**config.mk**
```make
export PLATFORM = sky130hd
export DESIGN_NAME = jk_updown_counter
export DESIGN_NICKNAME = d
export VERILOG_FILES = /design/src/rtl/jk_pkg.sv /design/src/rtl/jk_stage.sv /design/src/rtl/jk_updown_counter.sv
export SDC_FILE = /design/constraint.sdc
export NUM_CORES = 1
export LEC_CHECK = 0
export BUFFER_PORTS_ARGS = -buffer_cell sky130_fd_sc_hd__buf_4
export CORE_MARGIN = 1
export CORE_UTILIZATION = 50
export DETAILED_ROUTE_END_ITERATION = 8
export GPL_TIMING_DRIVEN = 0
export PLACE_DENSITY = 0.89
export SLEW_MARGIN = 15
export SYNTH_ARGS = -nofsm -noshare
export SYNTH_HDL_FRONTEND = slang
export SYNTH_SLANG_ARGS = --single-unit
```
**constraint.sdc**
```tcl
create_clock -name clk -period 4.23 [get_ports clk]
set_clock_uncertainty 0.1 [all_clocks]
set_input_delay 0.6345 -clock clk [delete_from_list [all_inputs] [get_ports clk]]
set_output_delay 0.6345 -clock clk [all_outputs]
set_load 0.01 [all_outputs]
```
**src/rtl/jk_pkg.sv**
```systemverilog
// Shared definitions for the JK-based up/down modulus counter.
package jk_pkg;

    // Default geometry: a 4-bit decade counter.
    localparam int DEFAULT_WIDTH   = 4;
    localparam int DEFAULT_MODULUS = 10;

    // Operating mode chosen each cycle, listed from highest to lowest priority.
    typedef enum logic [1:0] {
        CLR   = 2'd0,
        LOAD  = 2'd1,
        COUNT = 2'd2,
        HOLD  = 2'd3
    } mode_t;

endpackage

```
**src/rtl/jk_stage.sv**
```systemverilog
// One JK storage cell holding a single count bit.
module jk_stage (
    input  logic clk,
    input  logic rst,
    input  logic j,
    input  logic k,
    output logic q,
    output logic q_bar
);

    // Standard JK behaviour: hold, clear, set or toggle; async reset to 0.
    always_ff @(posedge clk or posedge rst) begin
        if (rst) begin
            q <= 1'b0;
        end else begin
            case ({j, k})
                2'b00:   q <= q;
                2'b01:   q <= 1'b0;
                2'b10:   q <= 1'b1;
                default: q <= ~q;
            endcase
        end
    end

    assign q_bar = ~q;

endmodule

```
**src/rtl/jk_updown_counter.sv**
```systemverilog
// Modulus up/down counter built from JK cells, with clear, load and cascade flag.
module jk_updown_counter
    import jk_pkg::*;
#(
    parameter int WIDTH   = DEFAULT_WIDTH,
    parameter int MODULUS = DEFAULT_MODULUS
) (
    input  logic             clk,
    input  logic             rst,
    input  logic             en,
    input  logic             up_dn,
    input  logic             clr,
    input  logic             load,
    input  logic [WIDTH-1:0] d,
    output logic [WIDTH-1:0] q,
    output logic [WIDTH-1:0] q_bar,
    output logic             tc,
    output logic [WIDTH-1:0] j_vec,
    output logic [WIDTH-1:0] k_vec
);

    // Largest legal count and the modulus widened so 2^WIDTH still fits.
    localparam logic [WIDTH-1:0] MAX_VAL = WIDTH'(MODULUS - 1);
    localparam logic [WIDTH:0]   MOD_EXT = (WIDTH + 1)'(MODULUS);

    mode_t            mode;
    logic [WIDTH-1:0] sat_d;
    logic [WIDTH-1:0] step_up;
    logic [WIDTH-1:0] step_dn;
    logic [WIDTH-1:0] n;
    logic [WIDTH-1:0] j_int;
    logic [WIDTH-1:0] k_int;
    logic [WIDTH-1:0] qb_int;

    // Resolve the control inputs into one mode using clr > load > en priority.
    always_comb begin
        mode = HOLD;
        if (clr) begin
            mode = CLR;
        end else if (load) begin
            mode = LOAD;
        end else if (en) begin
            mode = COUNT;
        end
    end

    // Candidate values: saturated load and wrapped steps; out-of-range counts recover.
    always_comb begin
        sat_d   = ({1'b0, d} < MOD_EXT) ? d : MAX_VAL;
        step_up = (q >= MAX_VAL) ? '0 : q + WIDTH'(1);
        step_dn = ((q == '0) || (q > MAX_VAL)) ? MAX_VAL : q - WIDTH'(1);
    end

    // Choose the next count for the current mode; hold keeps q so no bit is excited.
    always_comb begin
        n = q;
        case (mode)
            CLR:     n = '0;
            LOAD:    n = sat_d;
            COUNT:   n = up_dn ? step_up : step_dn;
            default: n = q;
        endcase
    end

    // Per-bit excitation: set bits rising 0->1, clear bits falling 1->0, silent in reset.
    always_comb begin
        j_int = '0;
        k_int = '0;
        if (!rst) begin
            j_int = n & ~q;
            k_int = q & ~n;
        end
    end

    // Terminal count flags the cycle before a wrap so a following stage can count.
    always_comb begin
        tc = 1'b0;
        if (!rst && mode == COUNT) begin
            tc = up_dn ? (q == MAX_VAL) : (q == '0);
        end
    end

    for (genvar i = 0; i < WIDTH; i++) begin : g_bit
        jk_stage u_stage (
            .clk   (clk),
            .rst   (rst),
            .j     (j_int[i]),
            .k     (k_int[i]),
            .q     (q[i]),
            .q_bar (qb_int[i])
        );
    end

    assign q_bar = qb_int;
    assign j_vec = j_int;
    assign k_vec = k_int;

endmodule

```
==> results of run 1 <==
[cells by family after synthesis]
| family | synth area share |
|---|---|
| compound gates | 0.219 |
| fa+ha+maj | 0.166 |
| buf+inv | 0.185 |
| flops | 0.110 |
| mux | 0.0110 |
| simple gates | 0.309 |
[area by class of cell]
cell class                 count  area, um^2  share of cell area
multi-input combinational     89         639               0.553
timing repair buffer          26         195               0.169
buffer                        19         141               0.122
sequential                     4         100              0.0866
tap                           25        31.3              0.0271
inverter                       7        26.3              0.0227
clock buffer                   3        22.5              0.0195
[layer usage]
layer,global-route usage,share of wire
met5,0,0
met2,0.403,0.49
met4,0.0727,0.0079
met3,0,0.048
met1,0.303,0.45
[per-stage QoR]
stage | total power (W) | instances | hold WS (ns)
2_1_floorplan | 0.000423 | 119 | 0.320
3_3_place_gp | 0.000553 | 170 | 0.511
3_5_place_dp | 0.000570 | 170 | 0.518
4_1_cts | 0.000624 | 173 | 0.259
5_1_grt | 0.000679 | 173 | 0.281
6_report | 0.000627 | 173 | 0.255
[critical path, cell delays in order, from the launching register on]
cell and delay [ns]:
dfrtp_1 0.48, inv_1 0.21, ha_1 0.26, or3b_4 0.41
a31o_1 0.26, a211oi_1 0.39, buf_4 0.18, buf_4 0.11
[power groups by stage]
stage | combinational (W) | clock [W] | sequential [W]
after CTS | 0.000481 | 0.0000527 | 0.0000907
after global placement | 0.000463 | 0 | 0.0000898
after floorplan | 0.000342 | 0 | 0.0000818
after global routing | 0.000531 | 0.0000533 | 0.0000950
final | 0.000484 | 0.0000530 | 0.0000906
after detailed placement | 0.000478 | 0 | 0.0000912
[worst min path at each step]
stage	from	endpoint	slack (ns)	cells after the start
after floorplan	rst	g_bit[0].u_stage.q$_DFFE_PP0P_	0.32	1
after global placement	rst	g_bit[2].u_stage.q$_DFFE_PP0P_	0.51	2
after detailed placement	rst	g_bit[3].u_stage.q$_DFFE_PP0P_	0.52	2
after CTS	rst	g_bit[0].u_stage.q$_DFFE_PP0P_	0.26	2
after global routing	rst	g_bit[0].u_stage.q$_DFFE_PP0P_	0.28	2
final	rst	g_bit[0].u_stage.q$_DFFE_PP0P_	0.26	2
[cells in the final DEF (no fill, tap or decap), types with 2 or more instances in the layout]
master	synthesis	final
a211oi_1	7	7
a21oi_1	7	7
buf_2	2	2
buf_4	16	42
clkbuf_4	0	3
dfrtp_1	4	4
ha_1	12	12
inv_1	6	6
nand2_1	4	4
nand2b_1	3	3
nand3_1	3	3
nor2_1	3	3
nor2b_1	5	5
nor3_1	9	9
nor3b_1	4	4
nor4_1	3	3
o21a_1	2	2
o21ai_0	3	3
o31ai_1	2	2
or3_1	4	4
==> qor.csv, run 1 <==
stage;metric;value;unit
run_status;outcome;completed;
cts;post-cts sizing count;0;
min_path;HP Class;in -> async;
global_routing;first-pass GRT wire length;3440;um
logic_synthesis;Net Count, Synth;141;
drt;DRT iter0 DRCs;27;
drt;Via Count;964;
logic_synthesis;Synth area leaders;ha_1, buf_4, dfrtp_1, a211oi_1, nor3_1;
place;worst slack, placed;1.22;ns
global_routing;GR Util All Layers;0.229;
pwr;pwr dens;543;mW/mm^2
logic_synthesis;synth cell count leaders;buf_4, ha_1, nor3_1;
sta;final worst setup slack;0.948;ns
logic_synthesis;Warnings, synthesis;0;
worst_setup_path;Worst setup EP type;primary output;
floorplan;I/O pin count;27;
cts;Hold-fix buffers, CTS;0;
floorplan;Die ar.;0.00199;mm^2
cts;Clock Path Buffers;2;
worst_setup_path;worst reg2reg path startpoint;g_bit[0].u_stage.q$_DFFE_PP0P_;
place;Placed Area;0.00113;mm^2
logic_synthesis;most common cell in the netlist;buf_4;
worst_setup_path;worst-case reg-to-reg path depth;8;
logic_synthesis;asr flop ratio synth;1.00;
sta;worst slew pin tran;0.612;ns
worst_setup_path;R2R setup slack;1.30;ns
sta;Max Clock Freq;305;MHz
logic_synthesis;Yosys top cell area share;0.166;
place;GP Congestion;0.827;
logic_synthesis;Post-Syn Area per Cell;7.62;um^2
layout;largest registers;g_bit.u_stage.q: 4 flops;
layout;Biggest register;g_bit.u_stage.q;
worst_setup_path;Startpoint Class;flip-flop;
layout;# nets final;172;
cts;CTS tree;done;
floorplan;die height;44.6;um
global_routing;initial antenna violation count;0;
drt;Remaining DRCs;0;
worst_setup_path;Setup CP Type;reg -> out;
cts;CTS Buf Count;3;
layout;design area;0.00116;mm^2
sta;Final period util;0.776;
drt;antenna-violating nets left;0;
cts;Post-CTS Setup Inserts;0;
sta;unrepaired setup endpoints after global routing;false;
place;IO buf count;26;
worst_setup_path;Req. time, crit path;3.50;ns
cts;CTS sink cnt;4;
pwr;sw frac;0.465;
sta;Worst slew margin;0.588;
layout;Layout area overhead;27.4;%
pwr;NetSw;0.000292;W
layout;Largest register FFs;4;
sta;final hold violation count;0;
worst_setup_path;worst-path maximum fanout;10;
layout;Fillers;140;
logic_synthesis;Post-synth top flop;dfrtp_1;
pwr;Leak;0.529;nW
logic_synthesis;mapped cell area;907;um^2
drt;DR WL/cell;12.5;um
floorplan;Initial Utilization;0.531;
floorplan;chip width;44.6;um
worst_setup_path;launch point of the worst path;g_bit[0].u_stage.q$_DFFE_PP0P_;
place;post-DP HPWL;1750;um
global_routing;largest net degree at the start of global routing;11;
pwr;Clock power frac;0.084;
floorplan;CORE AREA;0.00171;mm^2
pwr;Comb power frac;0.771;
logic_synthesis;Post-synth EDFFs;0;
floorplan;Rows;15;
drt;total detailed-routing wirelength;2160;um
logic_synthesis;post-synth top area cell;ha_1;
pwr;maximum VDD drop;0.000244;V
cts;# H-tree levels;1;
layout;layout cells sized above 1;0.345;
layout;Final Core Density;0.677;
worst_setup_path;Critical Path AT;2.55;ns
worst_setup_path;Critical Path End;j_vec[0];
drt;First-pass DRT Iterations;4;
drt;vias per std cell;5.57;
sta;Setup Viol. Count Final;0;
logic_synthesis;Seq/Total Area, Yosys;0.110;
cts;CTS Root Cell;clkbuf_4;
logic_synthesis;Mapped Cells;119;
run;Max Cap Viol;0;
pwr;Flop pwr share;0.144;
cts;Reg clk slew, reported paths;0.05;ns
global_routing;total grt overflow;0;
pwr;Pint;0.000336;W
sta;setup TNS;0;ns
global_routing;vias in the first global route;798;
logic_synthesis;flop and latch count out of synthesis;4;
worst_setup_path;worst reg2reg endpoint;g_bit[3].u_stage.q$_DFFE_PP0P_;
layout;n_diodes;0;
logic_synthesis;count of cell types in the netlist;39;
sta;minimum clock period;3.28;ns
cts;Worst-Skew Late Latency;0.25;ns
sta;Final Max Tran Viols;0;
Note: power is estimated with default switching activity, not from simulation.
==> run 2: changes to the inputs <==
==> constraint.sdc (replaced) <==
create_clock -name clk -period 3.2 [get_ports clk]
set_clock_uncertainty 0.1 [all_clocks]
set_input_delay 0.48 -clock clk [delete_from_list [all_inputs] [get_ports clk]]
set_output_delay 0.48 -clock clk [all_outputs]
set_load 0.01 [all_outputs]
==> run 2 against run 1 <==
  * Core utilization is 0.95 points higher
  * Clock power up 35%
  * Combinational power is 35% higher
  * Critical path type unchanged
  * Critical endpoint is now j_vec[1]
==> qor.csv, run 2 (same netlist as run 1, synthesis figures left out) <==
stage;metric;value;unit;change
cts;Worst-Skew Late Latency;0.25;ns;about the same
layout;Biggest register;g_bit.u_stage.q;;
global_routing;GR Util All Layers;0.229;;unchanged
global_routing;largest net degree at the start of global routing;11;;unchanged
global_routing;met3 usage in global routing;0;;unchanged
place;IO buf count;26;;unchanged
floorplan;I/O pin count;27;;unchanged
cts;Hold-fix buffers, CTS;0;;unchanged
place;post-DP HPWL;1750;um;unchanged
run_status;outcome;completed;;
cts;Post-CTS Setup Inserts;0;;unchanged
pwr;maximum VDD drop;0.000365;V;+49%
sta;worst slew pin tran;0.561;ns;-0.0511 ns
global_routing;total grt overflow;0;;unchanged
place;worst slack, placed;0.322;ns;-0.899 ns
sta;final hold violation count;0;;unchanged
layout;# nets final;172;;unchanged
worst_setup_path;most frequent CP cell;buf_4;;
sta;Final Max Tran Viols;0;;unchanged
cts;Reg clk slew, reported paths;0.05;ns;about the same
layout;Largest register FFs;4;;unchanged
sta;minimum clock period;3.06;ns;
worst_setup_path;Largest stage delay, worst path;0.49;ns;about the same
layout;most common cell after layout, fill and taps aside;buf_4;;
cts;post-cts sizing count;0;;unchanged
sta;Final period util;0.956;;
worst_setup_path;slowest CP cell;dfrtp_1;;
floorplan;chip width;44.6;um;unchanged
worst_setup_path;Req. time, crit path;2.62;ns;-0.88 ns
sta;setup TNS;0;ns;unchanged
cts;Clock Path Buffers;2;;unchanged
global_routing;GR peak layer;met2;;
drt;DRT iter0 DRCs;45;;+67%
sta;Worst slew margin;0.622;;+0.0339
worst_setup_path;worst-path maximum fanout;10;;unchanged
worst_setup_path;Setup CP Type;reg -> out;;
drt;vias per std cell;5.70;;+2.3%
drt;DR WL/cell;13.1;um;+5.0%
min_path;HP Class;in -> async;;
drt;antenna-violating nets left;0;;unchanged
cts;CTS Root Cell;clkbuf_4;;
global_routing;first-pass GRT wire length;3440;um;unchanged
layout;Layout area overhead;29.2;%;
place;GP Congestion;0.827;;unchanged
floorplan;Die ar.;0.00199;mm^2;unchanged
layout;n_diodes;0;;unchanged
global_routing;vias in the first global route;798;;unchanged
global_routing;met2 global-route usage;0.403;;unchanged
layout;layout cells sized above 1;0.365;;+0.0203
drt;Via Count;986;;+2.3%
drt;Remaining DRCs;0;;unchanged
layout;FF+latch area;100;um^2;unchanged
floorplan;Initial Utilization;0.531;;unchanged
sta;final worst setup slack;0.140;ns;-0.808 ns
layout;footprint of the multi-input gates;656;um^2;+2.5%
pwr;pwr dens;725;mW/mm^2;+33%
sta;unrepaired setup endpoints after global routing;false;;
worst_setup_path;Startpoint Class;flip-flop;;
floorplan;Rows;15;;unchanged
worst_setup_path;Worst setup EP type;primary output;;
pwr;Leak;0.531;nW;+0.42%
worst_setup_path;Critical Path AT;2.48;ns;-0.07 ns
cts;CTS tree;done;;
floorplan;die height;44.6;um;unchanged
global_routing;Global Route met1 Usage;0.303;;unchanged
sta;Setup Viol. Count Final;0;;unchanged
sta;Max Clock Freq;327;MHz;
cts;CTS Buf Count;3;;unchanged
cts;# H-tree levels;1;;unchanged
layout;largest registers;g_bit.u_stage.q: 4 flops;;
layout;Fillers;139;;-0.71%
layout;most frequent cells in the layout;buf_4, ha_1, nor3_1;;
global_routing;initial antenna violation count;0;;unchanged
cts;CTS sink cnt;4;;unchanged
drt;First-pass DRT Iterations;4;;unchanged
floorplan;CORE AREA;0.00171;mm^2;unchanged
drt;total detailed-routing wirelength;2270;um;+5.0%
run;Max Cap Viol;0;;unchanged
worst_setup_path;critical-path cell list;inv_1 > ha_1 > or3b_4 > a211oi_2 > a211oi_1 > nor3_2 > buf_4 > buf_4;;
## run 2: worst paths after layout
| check | startpoint | to | slack (ns) | depth (start not counted) |
|---|---|---|---|---|
| hold reg to reg | g_bit[1].u_stage.q$_DFFE_PP0P_ | g_bit[1].u_stage.q$_DFFE_PP0P_ | 0.74 | 2 |
| hold / removal | rst | g_bit[0].u_stage.q$_DFFE_PP0P_ | 0.1 | 2 |
| min in group clk | clr | g_bit[2].u_stage.q$_DFFE_PP0P_ | 0.68 | 5 |
| max in group asynchronous | rst | g_bit[2].u_stage.q$_DFFE_PP0P_ | 2.70 | 2 |
| setup reg to reg | g_bit[0].u_stage.q$_DFFE_PP0P_ | g_bit[3].u_stage.q$_DFFE_PP0P_ | 0.23 | 8 |
| setup / recovery | g_bit[0].u_stage.q$_DFFE_PP0P_ | j_vec[1] | 0.14 | 8 |
## run 2: final cells by class
class,instances,share of cell area
inverters,7,0.0224
multi-input cells,89,0.559
flip-flops and latches,4,0.0854
plain buffers,19,0.121
repair buffers,26,0.166
well taps,25,0.0267
clock buffers,3,0.0192
## run 2: report_power, final
group,total [W],switching [W],internal [W]
Sequential,0.000123,0.0000459,0.0000771
Clock,0.0000713,0.0000288,0.0000425
Combinational,0.000655,0.000327,0.000329
Total,0.000849,0.000401,0.000448
## run 2: routing by layer
| metal | share of wire | vias to the layer above |
|---|---|---|
| met5 | 0 | - |
| met4 | 0.015 | 0 |
| met3 | 0.041 | 5 |
| met2 | 0.49 | 44 |
| met1 | 0.45 | 454 |
| li1 | - | 483 |
## run 2: critical path: cells and delay by family (launching register included)
| kind | cells | cell delay, ns |
|---|---|---|
| compound gates | 2 | 0.34 |
| simple gates | 2 | 0.67 |
| flops | 1 | 0.49 |
| fa+ha+maj | 1 | 0.26 |
| buf+inv | 3 | 0.47 |
## run 2: metrics by stage
stage               cell area [um^2]  cells  total power (W)   util  hold WS (ns)
floorplan                        907    119         0.000560      -         0.166
CTS                             1160    173         0.000825  0.677         0.104
finish                          1170    173         0.000849  0.686        0.0998
global route                    1170    173         0.000912  0.686         0.127
detailed placement              1130    170         0.000753  0.664         0.364
global placement                1130    170         0.000731  0.664         0.357
